File: config.mk
export PLATFORM = sky130hd
export DESIGN_NAME = alu
export DESIGN_NICKNAME = d
export VERILOG_FILES = /design/src/rtl/alu_pkg.sv /design/src/rtl/alu_core.sv /design/src/rtl/alu.sv
export SDC_FILE = /design/constraint.sdc
export NUM_CORES = 1
export LEC_CHECK = 0
export ABC_AREA = 1
export CORE_MARGIN = 5
export CORE_UTILIZATION = 35
export CTS_CLUSTER_SIZE = 28
export DETAILED_ROUTE_END_ITERATION = 10
export PLACE_DENSITY = 0.61
export SYNTH_ARGS = -nofsm -noshare
export SYNTH_HDL_FRONTEND = slang
export SYNTH_HIERARCHICAL = 1
export SYNTH_SLANG_ARGS = --single-unit
File: constraint.sdc
create_clock -name clk -period 5.24 [get_ports clk]
set_input_delay 1.048 -clock clk [delete_from_list [all_inputs] [get_ports clk]]
set_output_delay 1.048 -clock clk [all_outputs]
set_load 0.02 [all_outputs]
File: src/rtl/alu_pkg.sv
// Shared types and constants for the execute-stage ALU.
package alu_pkg;

  localparam int ALU_WIDTH = 64;

  typedef enum logic [3:0] {
    ALU_AND   = 4'b0000,
    ALU_OR    = 4'b0001,
    ALU_ADD   = 4'b0010,
    ALU_SUB   = 4'b0110,
    ALU_PASSB = 4'b0111
  } alu_op_e;

endpackage

File: src/rtl/alu_core.sv
// Combinational decode/compute for the ALU; flag outputs exist only when ALU_FLAGS_EN is defined.
module alu_core
  import alu_pkg::*;
#(
  parameter int WIDTH = ALU_WIDTH
) (
  input  logic [WIDTH-1:0] a,
  input  logic [WIDTH-1:0] b,
  input  logic [3:0]       aluControl,
  output logic [WIDTH-1:0] result_next,
`ifdef ALU_FLAGS_EN
  output logic             negative_next,
  output logic             carry_next,
  output logic             overflow_next,
`endif
  output logic             zero_next
);

  logic [WIDTH-1:0] sum;
  logic [WIDTH-1:0] diff;

`ifdef ALU_FLAGS_EN
  // Extended adders expose carry-out; for subtraction it is NOT borrow (a >= b unsigned).
  logic [WIDTH:0] add_ext;
  logic [WIDTH:0] sub_ext;
  logic           add_ovf;
  logic           sub_ovf;

  assign add_ext = {1'b0, a} + {1'b0, b};
  assign sub_ext = {1'b0, a} + {1'b0, ~b} + {{WIDTH{1'b0}}, 1'b1};
  assign sum     = add_ext[WIDTH-1:0];
  assign diff    = sub_ext[WIDTH-1:0];
  assign add_ovf = (a[WIDTH-1] == b[WIDTH-1]) && (sum[WIDTH-1] != a[WIDTH-1]);
  assign sub_ovf = (a[WIDTH-1] != b[WIDTH-1]) && (diff[WIDTH-1] != a[WIDTH-1]);
`else
  assign sum  = a + b;
  assign diff = a - b;
`endif

  always_comb begin
    result_next = '0;
`ifdef ALU_FLAGS_EN
    carry_next    = 1'b0;
    overflow_next = 1'b0;
`endif
    case (aluControl)
      ALU_AND:   result_next = a & b;
      ALU_OR:    result_next = a | b;
      ALU_ADD: begin
        result_next = sum;
`ifdef ALU_FLAGS_EN
        carry_next    = add_ext[WIDTH];
        overflow_next = add_ovf;
`endif
      end
      ALU_SUB: begin
        result_next = diff;
`ifdef ALU_FLAGS_EN
        carry_next    = sub_ext[WIDTH];
        overflow_next = sub_ovf;
`endif
      end
      ALU_PASSB: result_next = b;
      default:   result_next = '0;
    endcase
  end

  assign zero_next = (result_next == '0);
`ifdef ALU_FLAGS_EN
  assign negative_next = result_next[WIDTH-1];
`endif

endmodule

File: src/rtl/alu.sv
// Registered ALU top: one-cycle latency, hold on !in_valid. Optional flags via ALU_FLAGS_EN.
module alu
  import alu_pkg::*;
#(
  parameter int WIDTH = ALU_WIDTH
) (
  input  logic             clk,
  input  logic             reset,
  input  logic [WIDTH-1:0] a,
  input  logic [WIDTH-1:0] b,
  input  logic [3:0]       aluControl,
  input  logic             in_valid,
  output logic [WIDTH-1:0] result,
  output logic             zero,
`ifdef ALU_FLAGS_EN
  output logic             negative,
  output logic             carry,
  output logic             overflow,
`endif
  output logic             out_valid
);

  logic [WIDTH-1:0] result_d, result_q;
  logic             zero_d, zero_q;
  logic             vld_q;
`ifdef ALU_FLAGS_EN
  logic             neg_d, neg_q;
  logic             carry_d, carry_q;
  logic             ovf_d, ovf_q;
`endif

  alu_core #(.WIDTH(WIDTH)) u_core (
    .a            (a),
    .b            (b),
    .aluControl   (aluControl),
    .result_next  (result_d),
`ifdef ALU_FLAGS_EN
    .negative_next(neg_d),
    .carry_next   (carry_d),
    .overflow_next(ovf_d),
`endif
    .zero_next    (zero_d)
  );

  // Output register stage: reset wins, otherwise capture only on valid input.
  always_ff @(posedge clk) begin
    if (reset) begin
      result_q <= '0;
      zero_q   <= 1'b1;
      vld_q    <= 1'b0;
`ifdef ALU_FLAGS_EN
      neg_q    <= 1'b0;
      carry_q  <= 1'b0;
      ovf_q    <= 1'b0;
`endif
    end else begin
      vld_q <= in_valid;
      if (in_valid) begin
        result_q <= result_d;
        zero_q   <= zero_d;
`ifdef ALU_FLAGS_EN
        neg_q    <= neg_d;
        carry_q  <= carry_d;
        ovf_q    <= ovf_d;
`endif
      end
    end
  end

  assign result    = result_q;
  assign zero      = zero_q;
  assign out_valid = vld_q;
`ifdef ALU_FLAGS_EN
  assign negative  = neg_q;
  assign carry     = carry_q;
  assign overflow  = ovf_q;
`endif

endmodule

# After elaboration in Yosys (flattened, before gate mapping)
# Cells that the tools add are included.
# op_classes
eq_ne	4
mux	1
add_sub_neg	2
bitwise_logic	2
n_reduce_logical	2
# op_table
cell	count
$pmux W64 S5	1
$add A64 B64 Y64	1
$and A64 B64 Y64	1
$logic_not A64 Y1	1
$or A64 B64 Y64	1
$sub A64 B64 Y64	1
$eq A4 B3 Y1 const B	2
$eq A4 B1 Y1 const B	1
$eq A4 B2 Y1 const B	1
$logic_not A4 Y1	1
# totals
output_inout_bits	66
regBits	66
in_bits	135

# Longest topological paths before layout
# Gate-level depths: netlist of the first run.
# depth
word_depth	3
mapped_depth	40

# By module
# The synthesis of the first run kept the hierarchy.
# modules_own_cells
mod	n_inst	area_each_um2	seq_area_each_um2	cells_per_inst
alu_core	1	9689.3	0.0	2104
alu	1	2648.8	1321.3	413

# Worst setup path after synthesis of the first run
# Ideal clock, no wire load.
# synth_path
path_type	input-to-reg
startpoint	input b[0]
endpoint	register zero_q (netlist: zero)
path_slack_ps	751
cell_stages	35
arrival_ps	4426
cell_sequence	inv_1 ha_1 inv_1 nor3_2 inv_2 nor2_2 nand2_2 nor2_2 nand2_2 nor2_4 nand3_2 nand2_2 nand2_2 nor2_4 o21ai_2 xor2_1 ha_1 nand2_1 nor2_1 nand2_1 nor2_1 inv_1 nor2_1 nand2_1 nand3_1 nand2_1 nand3_1 nand2_1 nor2_1 nand2_1 nor2_1 nand2_1 nor3_2 nand2_1 nand3_1
# synth_via
elab_chain_cells	3
elab_cells_between_ends	6
cone_classes	add/sub: 2; mux: 1; bitwise: 2; reduce/logical: 1
# synth_lines
item	line	text
start, declared	alu.sv:10	input logic [WIDTH-1:0] b,
$sub A64 B64 Y64 or $add A64 B64 Y64 (tied branches)	alu_core.sv:37, alu_core.sv:36	
$pmux W64 S5 (*)	alu_core.sv:46	case (aluControl)
net result_d[47]	alu.sv:23	logic [WIDTH-1:0] result_d, result_q;
$logic_not A64 Y1 (*)	alu_core.sv:68	assign zero_next = (result_next == '0);
net zero_d	alu.sv:24	logic zero_d, zero_q;
end signal, assigned	alu.sv:60	zero_q <= zero_d;
end, declared	alu.sv:24	
# The timed path passes the listed nets; every way through them passes the cells marked *.
# A chain may end at the register's enable or synchronous reset.

# Worst setup path in the final report of the first run
# layout_path
startpoint	input b[24]
endpoint	register zero_q (netlist: zero)
# Same word-level chain as after synthesis.

==> results.json, run 1 <==
{
  "power.density_nw_per_um2": 155.5,
  "rows": 68,
  "drv_cap": 0,
  "postCtsHoldBufs": 0,
  "seqCellArea_um2": 1321,
  "fp.dieH_um": 197.8,
  "cts_buffers": 9,
  "synth-edff-count": 0,
  "hpwl_um": 55850,
  "mostFrequentLayoutCells": "nand2_1 (822), inv_1 (502), buf_4 (459)",
  "hold_path.class": "flop to flop",
  "drc": 0,
  "startpoint_type": "input port",
  "peakVddDrop_mv": 0.3054,
  "grt_max_degree": 70,
  "setup_tns_ns": 0,
  "fin_worst_skew_ns": 0,
  "outcome": "completed",
  "wire_per_inst_um": 18.07,
  "diodes": 0,
  "clock-sinks": 66,
  "netlist_area_um2": 12340,
  "num_vias": 17560,
  "drive_gt1_share_pct": 22.16,
  "tightest_slew_ns": 0.9882,
  "multiInputGateArea_um2": 9634,
  "synthArstFlopShare_pct": 0,
  "ys_seq_area_share_pct": 10.71,
  "ctsLongestPathBuffers": 2,
  "grt_pass1_wl_um": 95110,
  "port-buffer-count": 200,
  "fin_crit_ns": 5.109,
  "hold_start": "result[45]",
  "die-area_um2": 39110,
  "grt_pass1_vias": 16140,
  "yosys_warnings": 6,
  "cts_tree": "built",
  "start_util_pct": 35.54,
  "startpoint": "b[24]",
  "hold_violations": 0,
  "synth_flop_cell": "dfxtp_1",
  "antenna_found_initial": 2,
  "areaGrowthSynthToFinish_pct": 56.32,
  "crit_path_frequent_cell": "nand2_1",
  "drt-initial-drc-count": 1698,
  "viasPerCell": 4.879,
  "cp_slowest_cell": "clkdlybuf4s50_1",
  "coreArea_um2": 34710,
  "overflow": 0,
  "synth_cells": 2517,
  "worst_setup_path_end_kind": "flop",
  "maxSlewViolCount": 0,
  "max-slew-margin-rel_pct": 34.12,
  "crit_fanout": 3,
  "synth_nets": 2719,
  "p_total_uw": 3000,
  "final_common_cell": "nand2_1",
  "die_w_um": 197.8,
  "finalCritPeriodShare_pct": 97.51,
  "h-tree-depth": 3,
  "insertion_delay_ns": 0.32,
  "first_pass_iters": 6,
  "gp_congestion": 1.053,
  "ys_ff_latch": 66,
  "wirelength_um": 65060,
  "cp_data_arrival_time_ns": 5.36,
  "crit_type": "input port to flop",
  "setup_viol": 0,
  "fillers": 3722,
  "ios": 201,
  "slowest_delay_ns": 0.48,
  "grt_usage_pct": 31.67,
  "synth.distinct_cells": 43,
  "path_clk_slew_ns": 0.06,
  "r2r_start": "zero",
  "ant_nets": 0,
  "clock-root-buffer": "clkbuf_16",
  "postSynthAreaPerCell_um2": 4.902,
  "required_ns": 5.49,
  "timing.fmax_mhz": 195.7,
  "power_leakage_uw": 0.01092,
  "final_nets": 3343
}
[per-stage QoR]
step	std cells	util [%]	cell area [um2]	setup WS (ns)	hold slack, ns
6_report	3600	55.56	19290	0.1306	0.4684
3_3_place_gp	3554	51.69	17940	-0.7188	0.4583
3_5_place_dp	3554	51.69	17940	-0.7679	0.4607
4_1_cts	3583	53.48	18570	0.005079	0.4693
2_1_floorplan	2517	-	12340	0.7507	0.5416
5_1_grt	3600	55.56	19290	-0.06300	0.4874
[cell families after synthesis]
| logic type | after synthesis | synth area share [%] |
|---|---|---|
| AO/OA/AOI/OAI | 263 | 11.47 |
| XOR/XNOR | 63 | 4.472 |
| buffers and inverters | 568 | 17.60 |
| adder cells (fa/ha/maj) | 67 | 6.855 |
| flip-flops | 66 | 10.71 |
| AND/OR/NAND/NOR | 1490 | 48.89 |
[report_power, final]
group | leakage (uW) | total (uW) | switching [uW] | internal (uW)
clock | 0.000142 | 582 | 206 | 377
combinational | 0.0102 | 1870 | 1080 | 786
sequential | 0.000545 | 552 | 16.0 | 536
[worst max-delay path: cells and delay by family]
family | cells | cell delay [ns]
AND/OR/NAND/NOR | 18 | 2.34
buffers and inverters | 5 | 1.10
AO/OA/AOI/OAI | 3 | 0.41
adder cells (fa/ha/maj) | 1 | 0.35
XOR/XNOR | 1 | 0.11
[layer usage]
metal	up-vias	global-route usage, %	share of wire [%]
met5	-	0	0.020
met3	66	8.423	11
met4	2	5.560	1.8
met1	7926	48.26	47
met2	728	44.79	40
li1	8841	-	-
[flip-flops by register name, summed over array words and instances (netlist names)]
signal / count
zero: 1
out_valid: 1
result: 64
[cell usage after synthesis (2+ instances only)]
| master | instances | area share, % |
|---|---|---|
| nand3b_1 | 14 | 0.85 |
| nor3_2 | 2 | 0.16 |
| o21bai_1 | 7 | 0.43 |
| o21ai_0 | 131 | 5.3 |
| xor2_1 | 61 | 4.3 |
| a31oi_1 | 3 | 0.15 |
| o21ai_2 | 3 | 0.21 |
| a21oi_1 | 87 | 3.5 |
| a21o_1 | 6 | 0.37 |
| inv_1 | 513 | 16 |
| and2_1 | 8 | 0.41 |
| buf_2 | 26 | 1.1 |
| nor2_1 | 397 | 12 |
| nor2_2 | 7 | 0.35 |
| nand2_1 | 879 | 27 |
| o21a_1 | 2 | 0.12 |
| buf_1 | 7 | 0.21 |
| nand2_2 | 6 | 0.30 |
| inv_2 | 2 | 0.061 |
| nand4_1 | 24 | 1.2 |
| nor4_1 | 17 | 0.86 |
| a21oi_2 | 3 | 0.21 |
| o31ai_1 | 2 | 0.12 |
| and3_1 | 2 | 0.10 |
| o22ai_1 | 7 | 0.35 |
| xnor2_1 | 2 | 0.14 |
| o21ai_1 | 9 | 0.37 |
| ha_1 | 66 | 6.7 |
| nor3_1 | 24 | 0.97 |
| nand3_1 | 103 | 4.2 |
| nor2_4 | 3 | 0.27 |
| dfxtp_1 | 66 | 11 |
| clkbuf_1 | 18 | 0.55 |
[final timing paths]
kind | endpoint | slack [ns] | cells after the start
worst max-delay path | zero | 0.13 | 28
worst max register to register | zero | 4.65 | 2
worst min-delay path | result[45] | 0.47 | 2
worst min register to register | result[45] | 0.47 | 2
[final cells by class]
cell class | instances | share of cell area, %
clock buffer | 12 | 1.278
clock inverter | 3 | 0.2076
inverter | 516 | 10.04
multi-input combinational | 1883 | 49.95
sequential | 66 | 6.851
tap | 455 | 2.952
timing repair buffer | 665 | 28.72
[repair_timing]
item | 4_1_cts | 5_1_grt
gates resized for setup | 67 | 183
endpoints found under the setup margin | 15 | 26
endpoints found under the hold margin | 0 | 0
pin swaps | 22 | 80
setup buffers | 14 | 17
Power figures use the tool's default switching activity.
==> inputs of run 2 (changes only) <==
--- a/config.mk
+++ b/config.mk
@@ -10,8 +10,7 @@
 export CORE_UTILIZATION = 35
 export CTS_CLUSTER_SIZE = 28
 export DETAILED_ROUTE_END_ITERATION = 10
-export PLACE_DENSITY = 0.61
+export PLACE_DENSITY = 0.62
 export SYNTH_ARGS = -nofsm -noshare
 export SYNTH_HDL_FRONTEND = slang
-export SYNTH_HIERARCHICAL = 1
 export SYNTH_SLANG_ARGS = --single-unit
==> constraint.sdc (replaced) <==
create_clock -name clk -period 5.4 [get_ports clk]
set_input_delay 1.08 -clock clk [delete_from_list [all_inputs] [get_ports clk]]
set_output_delay 1.08 -clock clk [all_outputs]
set_load 0.02 [all_outputs]
==> results.json, run 2 <==
{
  "outcome": "completed",
  "netlist_top_cells_area": "nand2_1 (20%), inv_1 (15%), dfxtp_1 (11%)",
  "wirelength_um": 62230,
  "clock-root-buffer": "clkbuf_16",
  "power.density_nw_per_um2": 160.0,
  "fp.dieH_um": 194.2,
  "die-area_um2": 37710,
  "hold_violations": 0,
  "hold_path.class": "flop to flop",
  "cts_buffers": 9,
  "drt-initial-drc-count": 1605,
  "synth_commonest_cells": "nand2_1 (632), inv_1 (481), nor2_1 (347)",
  "clock-sinks": 66,
  "path_clk_slew_ns": 0.06,
  "synth-edff-count": 0,
  "tightest_slew_ns": 1.197,
  "fillers": 3684,
  "power_frac_comb_pct": 59.9,
  "drive_gt1_share_pct": 17.69,
  "crit_type": "input port to flop",
  "finalCritPeriodShare_pct": 97.50,
  "finalNonFillerCells": 3252,
  "worst_hold_slack_ns": 0.4852,
  "maxSlewViolCount": 0,
  "start_util_pct": 35.41,
  "final_nets": 3001,
  "fin_worst_skew_ns": 0,
  "finish.utilization_pct": 52.24,
  "grt_pass1_vias": 15120,
  "synth_top_area_cell": "nand2_1",
  "worst_setup_path_end_kind": "flop",
  "slowest_delay_ns": 0.46,
  "yosys_warnings": 0,
  "final_common_cell": "nand2_1",
  "ff2ff_setup_slack_ns": 4.69,
  "dpl_cell_area_um2": 16620,
  "ant_nets": 0,
  "power_leakage_uw": 0.009583,
  "cp_slowest_cell": "clkdlybuf4s50_1",
  "p_sw_uw": 1226,
  "h-tree-depth": 3,
  "postCtsHoldBufs": 0,
  "grt_max_degree": 85,
  "seqPwrFrac_pct": 19.2,
  "startpoint_type": "input port",
  "setup_tns_ns": 0,
  "yosysMostFrequentCell": "nand2_1",
  "drc": 0,
  "wire_per_inst_um": 19.14,
  "diodes": 0,
  "grt_pass1_wl_um": 91210,
  "die_w_um": 194.2,
  "viasPerCell": 5.048,
  "cp_data_arrival_time_ns": 5.54,
  "cts_tree": "built",
  "clkPwrFrac_pct": 20.9,
  "peakVddDrop_mv": 0.2123,
  "ctsLongestPathBuffers": 2,
  "num_vias": 16420,
  "grt_usage_pct": 31.24,
  "synth.distinct_cells": 48,
  "largest_register_ff_count": 64,
  "crit_path_frequent_cell": "nand2_1",
  "required_ns": 5.67,
  "setup_viol": 0,
  "netlist_area_um2": 11870,
  "port-buffer-count": 200,
  "max-slew-margin-rel_pct": 20.08,
  "yosysTopAreaCellShare_pct": 19.98,
  "insertion_delay_ns": 0.33,
  "synth_flop_cell": "dfxtp_1",
  "areaGrowthSynthToFinish_pct": 47.51,
  "timing.fmax_mhz": 189.9,
  "ys_seq_area_share_pct": 11.13,
  "rows": 67,
  "hpwl_um": 53140,
  "final_cell_area_um2": 17520,
  "synthArstFlopShare_pct": 0,
  "p_int_uw": 1576,
  "first_pass_iters": 5,
  "switching_share_pct": 43.76,
  "synth_cells": 2310,
  "ios": 201,
  "fin_crit_ns": 5.265,
  "postSynthAreaPerCell_um2": 5.140,
  "placed_cells": 3227,
  "ys_ff_latch": 66,
  "mostFrequentLayoutCells": "nand2_1 (619), inv_1 (472), buf_4 (324)",
  "crit_fanout": 4,
  "overflow": 0,
  "coreArea_um2": 33530,
  "synth_nets": 2512,
  "drv_cap": 0,
  "gp_congestion": 1.031,
  "antenna_found_initial": 2
}
[run 2: cells by family (layout without fill, tap and decap cells)]
group / count (synthesis) / after routing / share of synthesized area [%]
fa+ha+maj: 67 / 67 / 7.123
buf+inv: 536 / 1030 / 17.20
flops: 66 / 66 / 11.13
simple gates: 1235 / 1235 / 44.08
compound gates: 345 / 345 / 15.97
xor+xnor: 61 / 61 / 4.499
[run 2: stage by stage]
stage	power [uW]	setup slack, ns
after floorplan	1336	0.9559
after global placement	2124	-0.3908
after detailed placement	2128	-0.4188
after CTS	2727	0.01025
after global routing	2980	-0.1243
final	2802	0.1351
[run 2: worst max-delay path, delay by kind of cell]
family	cells	cell delay [ns]
simple gates	22	2.72
buf+inv	6	1.08
xor+xnor	1	0.05
fa+ha+maj	1	0.40
compound gates	1	0.21
[run 2: power by group through the flow]
stage | registers [uW] | clock network [uW] | logic, uW
floorplan | 583 | 0 | 752
global placement | 546 | 0 | 1580
detailed placement | 547 | 0 | 1580
CTS | 537 | 595 | 1590
global route | 541 | 616 | 1820
finish | 537 | 586 | 1680
[run 2: layer usage]
metal  global-route usage, %  share of wire, %  vias to the layer above
met5                       0             0.019                        -
met1                   47.46                47                     7499
met3                   5.317               9.5                       78
met4                   6.823               2.2                        2
met2                   45.94                41                      687
li1                        -                 -                     8150
[run 2: cell type report]
type	instances	area (um2)	area share [%]
multi-input cells	1708	9001	51.39
repair buffers	528	4503	25.71
inverters	486	1824	10.42
flip-flops and latches	66	1321	7.543
well taps	448	560.5	3.200
clock buffers	10	239.0	1.364
clock inverters	6	66.31	0.3786
[run 2: what timing repair did]
action,in CTS,in global routing
endpoints found under the setup margin,3,25
gates cloned,0,0
pin swaps,0,25
gates resized for setup,10,130
setup buffers,0,9
[run 2: final timing paths]
kind / end / from / cells past startpoint
max: zero / b[13] / 31
min: result[23] / result[23] / 2
max reg2reg: result[3] / result[3] / 4
min reg2reg: result[23] / result[23] / 2
